File: src/rtl/addsub_pkg.sv
// rtl/addsub_pkg.sv - shared state encoding and sizing helper for addsub_seq
// Contents: FSM state constants (IDLE, RUN) and cnt_width(), the bit width
// of a 0..n-1 chunk counter (minimum 1 bit).
package addsub_pkg;

    localparam logic [0:0] ST_IDLE = 1'b0;
    localparam logic [0:0] ST_RUN  = 1'b1;

    function automatic int cnt_width(input int n);
        return (n <= 1) ? 1 : $clog2(n);
    endfunction

endpackage

File: src/rtl/chunk_addsub.sv
// rtl/chunk_addsub.sv - combinational CHUNK-bit ripple adder slice
// Ports: x, y (CHUNK-bit addends), cin (carry in);
//        s (CHUNK-bit sum), cout (carry out of bit CHUNK-1),
//        msb_cin (carry into bit CHUNK-1, used for signed overflow).
module chunk_addsub #(
    parameter int CHUNK = 2
) (
    input  logic [CHUNK-1:0] x,
    input  logic [CHUNK-1:0] y,
    input  logic             cin,
    output logic [CHUNK-1:0] s,
    output logic             cout,
    output logic             msb_cin
);

    always_comb begin
        logic [CHUNK:0] c;
        c    = '0;
        s    = '0;
        c[0] = cin;
        for (int i = 0; i < CHUNK; i++) begin
            s[i]   = x[i] ^ y[i] ^ c[i];
            c[i+1] = (x[i] & y[i]) | (c[i] & (x[i] ^ y[i]));
        end
        cout    = c[CHUNK];
        msb_cin = c[CHUNK-1];
    end

endmodule

File: src/rtl/addsub_seq.sv
// rtl/addsub_seq.sv - multi-cycle add/subtract, CHUNK bits per clock, LS chunk first
// Ports: clk, rst (async, active-high); start, sub, a, b (request);
//        busy, done (handshake); result, carry, overflow, zero, negative
//        (registered, held until the next completion).
module addsub_seq
    import addsub_pkg::*;
#(
    parameter int WIDTH = 8,
    parameter int CHUNK = 2
) (
    input  logic             clk,
    input  logic             rst,
    input  logic             start,
    input  logic             sub,
    input  logic [WIDTH-1:0] a,
    input  logic [WIDTH-1:0] b,
    output logic             busy,
    output logic             done,
    output logic [WIDTH-1:0] result,
    output logic             carry,
    output logic             overflow,
    output logic             zero,
    output logic             negative
);

    localparam int N  = WIDTH / CHUNK;
    localparam int CW = cnt_width(N);

    logic [0:0]       state;
    logic [CW-1:0]    cnt;
    logic [WIDTH-1:0] op_a;
    logic [WIDTH-1:0] op_b;
    logic [WIDTH-1:0] acc;
    logic             cin_r;

    logic [CHUNK-1:0] sum_chunk;
    logic             chunk_cout;
    logic             chunk_msb_cin;
    logic [WIDTH-1:0] acc_next;
    logic             last;

    chunk_addsub #(.CHUNK(CHUNK)) u_chunk (
        .x       (op_a[CHUNK-1:0]),
        .y       (op_b[CHUNK-1:0]),
        .cin     (cin_r),
        .s       (sum_chunk),
        .cout    (chunk_cout),
        .msb_cin (chunk_msb_cin)
    );

    // Sum chunks enter at the top; after N shifts the first chunk sits at bit 0.
    always_comb begin
        acc_next = acc >> CHUNK;
        acc_next[WIDTH-1 -: CHUNK] = sum_chunk;
    end

    assign last = (cnt == CW'(N - 1));
    assign busy = (state == ST_RUN);

    always_ff @(posedge clk or posedge rst) begin
        if (rst) begin
            state    <= ST_IDLE;
            cnt      <= '0;
            op_a     <= '0;
            op_b     <= '0;
            acc      <= '0;
            cin_r    <= 1'b0;
            done     <= 1'b0;
            result   <= '0;
            carry    <= 1'b0;
            overflow <= 1'b0;
            zero     <= 1'b0;
            negative <= 1'b0;
        end else begin
            done <= 1'b0;
            case (state)
                ST_IDLE: begin
                    if (start) begin
                        // Subtraction as a + ~b + 1: invert b now, carry-in of 1.
                        op_a  <= a;
                        op_b  <= b ^ {WIDTH{sub}};
                        cin_r <= sub;
                        cnt   <= '0;
                        state <= ST_RUN;
                    end
                end
                default: begin
                    acc   <= acc_next;
                    op_a  <= op_a >> CHUNK;
                    op_b  <= op_b >> CHUNK;
                    cin_r <= chunk_cout;
                    if (last) begin
                        result   <= acc_next;
                        carry    <= chunk_cout;
                        overflow <= chunk_msb_cin ^ chunk_cout;
                        zero     <= (acc_next == '0);
                        negative <= acc_next[WIDTH-1];
                        done     <= 1'b1;
                        cnt      <= '0;
                        state    <= ST_IDLE;
                    end else begin
                        cnt <= cnt + CW'(1);
                    end
                end
            endcase
        end
    end

endmodule
File: config.mk
export PLATFORM = sky130hd
export DESIGN_NAME = addsub_seq
export DESIGN_NICKNAME = d
export VERILOG_FILES = /design/src/rtl/addsub_pkg.sv /design/src/rtl/chunk_addsub.sv /design/src/rtl/addsub_seq.sv
export SDC_FILE = /design/constraint.sdc
export NUM_CORES = 1
export LEC_CHECK = 0
export ABC_AREA = 1
export CORE_MARGIN = 2
export CORE_UTILIZATION = 50
export DETAILED_ROUTE_END_ITERATION = 10
export GPL_TIMING_DRIVEN = 0
export PLACE_DENSITY = 0.82
export SLEW_MARGIN = 20
export SYNTH_ARGS = -nofsm -noshare
export SYNTH_HDL_FRONTEND = slang
export SYNTH_SLANG_ARGS = --single-unit
File: constraint.sdc
create_clock -name clk -period 2.3 [get_ports clk]
set_input_delay 0.23 -clock clk [delete_from_list [all_inputs] [get_ports clk]]
set_output_delay 0.23 -clock clk [all_outputs]
set_load 0.02 [all_outputs]
* Word level (Yosys, flattened, before mapping)
Cells that the tools add are included.
Word-level totals: output and inout port bits 14, input port bits 20, register bits after elaboration 41
Operators by class: bitwise operators 12, mux-type cells 14, equal/unequal tests 1, reduce and logical (&&, ||, !) cells 3, add/sub/neg operators 1
Operator list (count):
- $mux W8 | 4
- $logic_not A8 Y1 | 1
- $xor A8 B8 Y8 | 1
- $mux W1 | 7
- $mux W2 | 3
- $xor A1 B1 Y1 | 5
- $and A1 B1 Y1 | 4
- $add A2 B1 Y2 const B | 1
- $eq A2 B2 Y1 const B | 1
- $or A1 B1 Y1 | 2
- $reduce_and A2 Y1 | 1
- $reduce_bool A2 Y1 | 1

* Depth between registers and ports, before layout
Gate-level depths: netlist of run 1.
depth in word-level cells 6, depth in mapped cells 7, gate-level depth less buffers 7

* Modules after synthesis
A second synthesis of run 1 with hierarchy kept.
Second synthesis, totals: cells, all modules 182, area total of the unflattened synthesis 1710.4 µm²
Modules (own cells, without submodules):
- addsub_seq | seq. area each 950.9 µm², times used 1, area each 1670.4 µm², cells each 180
- chunk_addsub | seq. area each 0.0 µm², times used 1, area each 40.0 µm², cells each 2

* Least setup slack after synthesis of run 1
Ideal clock, no wire load.
kind register to register, from register op_a[0], to register zero, required time 2235 ps, buffers on the path 0, arrival time 1598 ps, path slack 637 ps, stages on the path, launching flop included 8, period minus slack after synthesis 1663 ps, cell sequence dfrtp_1 inv_1 fa_1 fa_1 nand3_1 nor2_1 nand2_1 nand2_1
On the way: cells in the longest elaborated chain, start to end 5, elaborated cells on any way between the ends 7
RTL lines:
- start: declaration | RTL line addsub_seq.sv:31 | logic [WIDTH-1:0] op_a;
- start signal: assignment | RTL line addsub_seq.sv:89 | op_a <= op_a >> CHUNK;
- $xor A1 B1 Y1 | RTL line chunk_addsub.sv:22, chunk_addsub.sv:23
- $and A1 B1 Y1 | RTL line chunk_addsub.sv:23 | c[i+1] = (x[i] & y[i]) | (c[i] & (x[i] ^ y[i]));
- $or A1 B1 Y1 | RTL line chunk_addsub.sv:23
- $xor A1 B1 Y1 | RTL line chunk_addsub.sv:22 | s[i] = x[i] ^ y[i] ^ c[i];
- $logic_not A8 Y1 * | RTL line addsub_seq.sv:96 | zero <= (acc_next == '0);
- end signal: assignment | RTL line addsub_seq.sv:96
- end: declaration | RTL line addsub_seq.sv:22 | output logic zero,
Mark *: on every way between the ends. The rest lies on a longest branch, timed or not. A chain may end at the register's enable or synchronous reset.

* Worst setup path in the final report of run 1
Same ends and word-level chain as after synthesis.

==> results.py, run 1 <==
metrics = {
    "global_route": {
        "grt-ovfl-total": 0,
        "track_usage": 0.192,
        "grt_max_degree": 39,
        "antenna_found_initial": 0,
        "grt_pass1_vias": 1196,
        "grt_pass1_wl_um": 5170,
    },
    "timing": {
        "max_slew_margin": 0.493,
        "hold_viol": 0,
        "clock_skew_ps": 15.1,
        "fin_tns_setup_ps": 0,
        "worst_pin_slew_ps": 759,
        "setup_viol": 0,
        "hold_slack_ps": 312,
        "post-route-min-period_ps": 1800,
        "fmax_mhz": 555,
        "fin_crit_sh": 0.784,
        "drv_slew": 0,
        "rsz0062_at_grt": "false",
    },
    "worst_setup_path": {
        "startpoint_type": "flop",
        "worst-path-buf-inv": 1,
        "slowest_stage": "fa_1",
        "critPathTopFamily": "adder cells",
        "cp.arrival_ps": 2110,
        "required_ps": 2610,
        "crit_path_max_fanout": 2,
        "path_cells": "inv_1 -> fa_1 -> fa_1 -> nand3_1 -> nor2_1 -> nand2_1 -> nand2_1",
        "critPathCaptureType": "flop",
        "slowest_delay_ps": 520,
        "crit_type": "flop to flop",
    },
    "die": {
        "coreArea_um2": 3280,
        "io_pins": 34,
        "die_w_um": 61.9,
        "rows": 21,
        "die_area_um2": 3830,
        "die_h_um": 61.9,
        "start_util": 0.510,
    },
    "route": {
        "antenna_left": 0,
        "wire_per_inst_um": 11.5,
        "dr.pass1.iters": 4,
        "vias": 1281,
        "viasPerCell": 4.83,
        "drcViolationCount": 0,
        "routed_wl_um": 3060,
        "drt_iter0_markers": 58,
    },
    "layout": {
        "nets": 241,
        "utilization": 0.662,
        "num_antenna_cells": 0,
        "syn_to_final_growth_pct": 29.8,
        "layout-drive-gt1-share": 0.0959,
    },
    "clocking": {
        "tritoncts": "done",
        "root_buffer": "clkbuf_4",
        "post_cts_buffers": 0,
        "numCtsBuffers": 5,
        "clockBufferDepth": 2,
        "clk-insertion-delay-late_ps": 350,
        "clkTransAtPathRegs_ps": 120,
        "cts_sinks": 38,
        "h-tree-depth": 2,
        "cts_resized": 0,
        "postCtsHoldBufs": 0,
    },
    "yosys": {
        "syn_inst": 178,
        "synth_seq_area_share": 0.568,
        "ys_warn_count": 0,
        "syn_avg_cell_area_um2": 9.41,
        "ys_types": 20,
        "syn_nets": 201,
        "synth_seq_cells": 38,
        "syn_area_um2": 1670,
    },
    "place": {
        "dp_hpwl_um": 2230,
        "gp_congestion": 0.782,
        "portBuffers": 33,
    },
    "job": {
        "maxCapViolations": 0,
    },
    "power_and_ir_drop": {
        "power.leakage_nw": 0.983,
        "peakVddDrop_uv": 527,
        "power_mw": 2.72,
        "cellPowerDensity_nw_per_um2": 1250,
    },
    "worst_hold_path": {
        "hp-class": "primary input to async pin",
    },
    "status": {
        "status": "complete, no violations",
    },
}
-- power by group --
part	leakage (nW)	internal [mW]	total, mW	switching [mW]
Clock	0.0585	0.368	0.590	0.221
Sequential	0.494	0.923	1.06	0.139
Combinational	0.431	0.481	1.07	0.584
-- layer usage --
metal	GRT usage	wire length, µm	vias up
li1	-	-	646
met1	0.229	1370	586
met2	0.319	1470	41
met3	0.0745	162	8
met4	0.0638	55	0
met5	0	0	-
-- placed cells by master, fill, tap and decap left out, drive strengths merged --
cell / netlist / layout
nor2: 10 / 10
a22o: 1 / 1
o211ai: 5 / 5
o21a: 1 / 1
fa: 2 / 2
buf: 7 / 7
nand3: 3 / 3
nand2: 58 / 58
clkbuf: 0 / 6
nor3b: 1 / 1
inv: 16 / 16
dfrtp: 38 / 38
a21boi: 6 / 6
clkdlybuf4s50: 0 / 33
xnor2: 7 / 7
o21ai: 22 / 22
bufinv: 0 / 2
ha: 1 / 1
-- flip-flops by register name (all words and copies together), names as in the netlist --
name      count
op_a          8
carry         1
result        7
negative      1
busy          1
cin_r         1
acc           6
cnt           2
done          1
op_b          8
zero          1
overflow      1
-- cells in the mapped netlist --
library cell | count | share of area
nand2_2 | 1 | 0.0037
a22o_1 | 1 | 0.0052
ha_1 | 1 | 0.0075
o211ai_1 | 5 | 0.022
a21boi_0 | 6 | 0.027
o21ai_0 | 15 | 0.045
xnor2_1 | 7 | 0.037
o21a_1 | 1 | 0.0045
nor2_1 | 8 | 0.018
nand3_1 | 3 | 0.0090
buf_4 | 4 | 0.018
o21ai_1 | 7 | 0.021
nor3b_1 | 1 | 0.0045
dfrtp_1 | 38 | 0.57
buf_2 | 3 | 0.0090
inv_1 | 14 | 0.031
inv_2 | 2 | 0.0045
nand2_1 | 57 | 0.13
fa_1 | 2 | 0.024
nor2_4 | 2 | 0.013
-- kinds of logic after synthesis --
logic type / share of synthesized area
and+or+nand+nor: 0.176
buffers and inverters: 0.0628
xor gates and xnor gates: 0.0366
adders and majority gates: 0.0314
AOI/OAI and AO/OA: 0.125
DFF: 0.568
-- cell type report --
| class | instances | area, µm² |
|---|---|---|
| inverters | 16 | 60.1 |
| multi-input cells | 117 | 618 |
| plain buffers | 7 | 45.0 |
| repair buffers | 33 | 330 |
| flip-flops and latches | 38 | 951 |
| clock buffers | 6 | 51.3 |
| clock inverters | 2 | 60.1 |
| well taps | 46 | 57.6 |
| fillers | 271 | 1110 |
-- metrics by stage --
step	worst slack [ps]	std cells	cell area, µm²
final	497	265	2170
after CTS	483	265	2170
after floorplan	637	178	1670
after global placement	441	257	2060
after detailed placement	500	257	2060
after global routing	400	265	2170
-- worst paths after layout --
| check | from | end | slack, ps | cells past startpoint |
|---|---|---|---|---|
| setup / recovery | op_a[0] | zero | 500 | 7 |
| hold / removal | rst | result[2] | 310 | 2 |
| setup reg to reg | op_a[0] | zero | 500 | 7 |
| hold reg to reg | result[3] | result[3] | 490 | 2 |
| max in group asynchronous | rst | op_a[5] | 1490 | 2 |
| min in group clk | a[3] | op_a[3] | 450 | 3 |
No activity file was read; power rests on OpenSTA's default activity.
==> run 2, diff against run 1 <==
--- a/config.mk
+++ b/config.mk
@@ -7,10 +7,10 @@
 export LEC_CHECK = 0
 export ABC_AREA = 1
 export CORE_MARGIN = 2
-export CORE_UTILIZATION = 50
+export CORE_UTILIZATION = 45
 export DETAILED_ROUTE_END_ITERATION = 10
 export GPL_TIMING_DRIVEN = 0
-export PLACE_DENSITY = 0.82
+export PLACE_DENSITY = 0.78
 export SLEW_MARGIN = 20
 export SYNTH_ARGS = -nofsm -noshare
 export SYNTH_HDL_FRONTEND = slang
==> constraint.sdc (replaced) <==
create_clock -name clk -period 1.62 [get_ports clk]
set_input_delay 0.162 -clock clk [delete_from_list [all_inputs] [get_ports clk]]
set_output_delay 0.162 -clock clk [all_outputs]
set_load 0.02 [all_outputs]
==> run 2 against run 1 <==
Effect of this change:
- the run now ends with negative setup slack left
- sequential share of layout area fell by 0.84 points
- final cell count rose by 1.9%
- wire length rose by 3.9%
- worst setup slack got worse by 570 ps
- highest routed layer unchanged
- core utilization fell by 4.7 points
- clock power rose by 33%
- sequential cell count did not move
- sequential power rose by 42%
- global-route usage fell by 1.8 points
- via count fell by 1.0%
- largest power group unchanged
- non-clock buffer count rose by 3
==> results.py, run 2 (synthesized netlist as in run 1, its figures left out) <==
metrics = {
    "timing": {
        "hold_viol": 0,
        "fin_tns_setup_ps": -82.3,
        "fin_crit_sh": 1.05,
        "worst_slack_ps": -73.6,
        "drv_slew": 0,
        "setup_viol": 2,
        "fmax_mhz": 590,
        "clock_skew_ps": 6.67,
        "hold_slack_ps": 125,
        "rsz0062_at_grt": "true",
        "worst_pin_slew_ps": 296,
        "post-route-min-period_ps": 1690,
        "max_slew_margin": 0.803,
    },
    "die": {
        "die_area_um2": 4220,
        "rows": 22,
        "start_util": 0.464,
        "io_pins": 34,
        "die_h_um": 65.0,
        "coreArea_um2": 3610,
        "die_w_um": 65.0,
    },
    "clocking": {
        "clkTransAtPathRegs_ps": 80,
        "tritoncts": "done",
        "cts_sinks": 38,
        "h-tree-depth": 2,
        "clockBufferDepth": 2,
        "postCtsHoldBufs": 0,
        "clk-insertion-delay-late_ps": 300,
        "root_buffer": "clkbuf_8",
        "numCtsBuffers": 5,
    },
    "layout": {
        "final.fill_count": 315,
        "layout-drive-gt1-share": 0.126,
        "nets": 244,
        "layout_common_cells": "nand2_1, dfrtp_1, clkdlybuf4s50_1, o21ai_0, inv_1",
        "num_antenna_cells": 0,
        "mostFrequentLayoutCell": "nand2_1",
        "reg.largest.list": "op_a (8), op_b (8), result (7)",
        "syn_to_final_growth_pct": 32.4,
    },
    "place": {
        "portBuffers": 33,
        "dp_hpwl_um": 2350,
        "post-place-ws_ps": -112,
        "gp_congestion": 0.788,
    },
    "power_and_ir_drop": {
        "p_clk_frac": 0.204,
        "power.switching_mw": 1.37,
        "power.leakage_nw": 1.00,
        "power_mw": 3.85,
        "share_comb_of_total_power": 0.403,
        "cellPowerDensity_nw_per_um2": 1740,
        "seqPwrFrac": 0.393,
        "peakVddDrop_uv": 756,
        "swShare": 0.355,
        "cell_internal_pwr_mw": 2.49,
    },
    "status": {
        "status": "complete, but fails checks",
        "violations": "negative setup slack",
    },
    "route": {
        "viasPerCell": 4.70,
        "vias": 1268,
        "dr.pass1.iters": 4,
        "routed_wl_um": 3180,
        "drt_iter0_markers": 87,
        "wire_per_inst_um": 11.8,
        "drcViolationCount": 0,
        "antenna_left": 0,
    },
    "global_route": {
        "grt-ovfl-total": 0,
        "grt_pass1_wl_um": 5550,
        "grt_pass1_vias": 1237,
        "antenna_found_initial": 0,
        "grt_max_degree": 28,
        "track_usage": 0.173,
    },
    "worst_setup_path": {
        "cp.arrival_ps": 1930,
        "critPathCaptureType": "flop",
        "crit_path_max_fanout": 2,
        "required_ps": 1860,
        "startpoint_type": "flop",
        "crit_type": "flop to flop",
        "reg2reg_setup_slack_ps": -70,
    },
    "job": {
        "maxCapViolations": 0,
    },
    "worst_hold_path": {
        "hp-class": "primary input to async pin",
    },
}
## run 2: path summary, 6_finish.rpt
check | startpoint | to | depth (start not counted)
worst max-delay path | cin_r | zero | 7
worst min-delay path | rst | op_b[7] | 2
worst max register to register | cin_r | zero | 7
worst min register to register | op_b[6] | op_b[6] | 2
max in group asynchronous | rst | cnt[1] | 3
min in group clk | a[3] | op_a[3] | 3
## run 2: power by group through the flow
stage	sequential [mW]	clock (mW)	combinational [mW]
floorplan	1.65	0	0.833
global placement	1.51	0	1.48
detailed placement	1.53	0	1.52
CTS	1.52	0.804	1.55
global route	1.56	0.842	1.74
finish	1.51	0.785	1.55
## run 2: per-stage QoR
stage	instances	area, µm²	utilization
3_5_place_dp	260	2090	0.579
2_1_floorplan	178	1680	-
6_report	270	2220	0.615
5_1_grt	270	2220	0.615
4_1_cts	269	2210	0.612
3_3_place_gp	259	2070	0.573
## run 2: per-layer routing
layer | up-vias | track usage | wire length (µm)
met4 | 0 | 0.0638 | 51
met3 | 4 | 0.0521 | 177
met5 | - | 0 | 0
met1 | 574 | 0.215 | 1380
li1 | 648 | - | -
met2 | 42 | 0.286 | 1560
## run 2: layout make-up
| cell class | instances | area [µm²] | share of cell area |
|---|---|---|---|
| tap | 48 | 60.1 | 0.0271 |
| buffer | 7 | 45.0 | 0.0203 |
| clock inverter | 3 | 40.0 | 0.0181 |
| inverter | 16 | 60.1 | 0.0271 |
| sequential | 38 | 951 | 0.429 |
| multi-input combinational | 117 | 626 | 0.282 |
| timing repair buffer | 36 | 365 | 0.165 |
| clock buffer | 5 | 68.8 | 0.0311 |
## run 2: timing repair
action / CTS / global route
resized for setup: 2 / 1
endpoints found under the setup margin: 3 / 4
cloned: 0 / 0
pin swaps: 4 / 1
setup buffers: 1 / 1
endpoints found under the hold margin: 0 / 0
## run 2: critical path, stage by stage (launching register included)
cell     delay [ps]
dfrtp_1         360
inv_2            50
fa_2            390
fa_1            530
nand3_2          90
nor2_1           90
nand2_1          60
nand2_1          60
==> run 3, diff against run 2 <==
--- a/config.mk
+++ b/config.mk
@@ -7,10 +7,11 @@
 export LEC_CHECK = 0
 export ABC_AREA = 1
 export CORE_MARGIN = 2
-export CORE_UTILIZATION = 45
+export CORE_UTILIZATION = 30
 export DETAILED_ROUTE_END_ITERATION = 10
+export GPL_ROUTABILITY_DRIVEN = 0
 export GPL_TIMING_DRIVEN = 0
-export PLACE_DENSITY = 0.78
+export PLACE_DENSITY_LB_ADDON = 0.08
 export SLEW_MARGIN = 20
 export SYNTH_ARGS = -nofsm -noshare
 export SYNTH_HDL_FRONTEND = slang
==> run 3 against run 2 <==
Effect of this change:
- the flow still finishes with violations (negative setup slack)
- via count about the same
- first-iteration DRC count down 43%
- critical path depth unchanged
- global-route usage down 4.3 points
- hold slack better by 6.9 ps
- worst setup slack better by 23 ps
- final cell count up 8.5%
- die area up 47%
- largest cell class unchanged
- largest power group unchanged
==> results.py, run 3 (synthesized netlist as in run 1, its figures left out) <==
metrics = {
    "die": {
        "die_area_um2": 6190,
        "start_util": 0.308,
        "die_w_um": 78.7,
        "die_h_um": 78.7,
        "rows": 27,
        "io_pins": 34,
        "coreArea_um2": 5440,
    },
    "timing": {
        "hold_viol": 0,
        "fin_tns_setup_ps": -62.0,
        "max_slew_margin": 0.806,
        "drv_slew": 0,
        "post-route-min-period_ps": 1670,
        "worst_slack_ps": -50.6,
        "worst_pin_slew_ps": 290,
        "setup_viol": 2,
        "fin_crit_sh": 1.03,
        "clock_skew_ps": 4.26,
        "fmax_mhz": 599,
        "rsz0062_at_grt": "true",
    },
    "global_route": {
        "grt_pass1_vias": 1317,
        "grt_pass1_wl_um": 6290,
        "grt-ovfl-total": 0,
        "grt_max_degree": 27,
        "antenna_found_initial": 0,
        "track_usage": 0.130,
    },
    "layout": {
        "utilization": 0.414,
        "nets": 244,
        "syn_to_final_growth_pct": 34.4,
        "layout_common_cells": "nand2_1, dfrtp_1, clkdlybuf4s50_1, o21ai_0, inv_1",
        "final_area_um2": 2250,
        "reg.largest.list": "op_a (8), op_b (8), result (7)",
        "final.fill_count": 537,
        "layout-drive-gt1-share": 0.118,
        "mostFrequentLayoutCell": "nand2_1",
        "num_antenna_cells": 0,
    },
    "route": {
        "dr.pass1.iters": 4,
        "routed_wl_um": 3540,
        "viasPerCell": 4.33,
        "antenna_left": 0,
        "vias": 1269,
        "drt_iter0_markers": 50,
        "drcViolationCount": 0,
        "wire_per_inst_um": 12.1,
    },
    "worst_setup_path": {
        "crit_path_max_fanout": 2,
        "worst-path-buf-inv": 1,
        "required_ps": 1850,
        "crit_top_cell": "nand2_1",
        "startpoint_type": "flop",
        "cp_num_cells": 7,
        "crit_type": "flop to flop",
        "path_cells": "inv_2 -> fa_2 -> fa_1 -> nand3_2 -> nor2_1 -> nand2_1 -> nand2_1",
        "slowest_delay_ps": 520,
        "r2r_start": "cin_r",
        "critPathTopFamily": "adder cells",
        "reg2reg_setup_slack_ps": -50,
        "slowest_stage": "fa_1",
        "critPathCaptureType": "flop",
        "reg2reg_to": "zero",
        "cp.arrival_ps": 1900,
        "r2r_cells": 7,
    },
    "clocking": {
        "root_buffer": "clkbuf_8",
        "numCtsBuffers": 5,
        "h-tree-depth": 2,
        "clockBufferDepth": 2,
        "cts_sinks": 38,
        "tritoncts": "done",
        "clk-insertion-delay-late_ps": 290,
        "clkTransAtPathRegs_ps": 70,
    },
    "place": {
        "portBuffers": 33,
        "dp_hpwl_um": 2580,
        "place_area_um2": 2120,
    },
    "worst_hold_path": {
        "hp-class": "primary input to async pin",
    },
    "job": {
        "maxCapViolations": 0,
    },
    "status": {
        "status": "complete, but fails checks",
        "violations": "negative setup slack",
    },
    "power_and_ir_drop": {
        "power.leakage_nw": 1.00,
        "power_mw": 3.90,
        "cellPowerDensity_nw_per_um2": 1740,
        "peakVddDrop_uv": 651,
    },
}
==> run 3: per-layer routing <==
metal | track usage | vias up | part of all wire
li1 | - | 645 | -
met1 | 0.171 | 587 | 0.45
met2 | 0.209 | 32 | 0.49
met3 | 0.0364 | 5 | 0.047
met4 | 0.0421 | 0 | 0.013
met5 | 0 | - | 0
==> run 3: layout make-up <==
class / count / area [µm²] / area share
clock buffers: 6 / 82.6 / 0.0367
multi-input cells: 117 / 626 / 0.278
inverters: 16 / 60.1 / 0.0267
repair buffers: 36 / 365 / 0.162
clock inverters: 1 / 30.0 / 0.0133
well taps: 72 / 90.1 / 0.0400
plain buffers: 7 / 45.0 / 0.0200
flip-flops and latches: 38 / 951 / 0.423
==> run 3: what timing repair did <==
item | CTS | global route
pin swaps | 4 | 1
gates resized for setup | 2 | 0
hold buffers | 0 | 0
setup endpoints to repair | 3 | 4
buffers inserted | 1 | 1
==> run 3: stage by stage <==
stage | hold slack, ps | instances | setup slack (ps)
finish | 132 | 293 | -50.6
global route | 153 | 293 | -163
CTS | 136 | 292 | -100
detailed placement | 453 | 284 | -120
global placement | 462 | 283 | -259
floorplan | 282 | 178 | 22.7
==> run 3: how the worst max path moves through the flow <==
| stage | startpoint | end | slack, ps |
|---|---|---|---|
| after global routing | cin_r | zero | -160 |
| after floorplan | op_a[0] | zero | 20 |
| after detailed placement | op_a[0] | zero | -120 |
| after global placement | rst | op_a[7] | -260 |
| final | cin_r | zero | -50 |
| after CTS | cin_r | zero | -100 |
==> run 3: where the power goes <==
part	switching, mW	internal [mW]
Sequential	0.197	1.31
Clock	0.326	0.493
Combinational	0.851	0.724
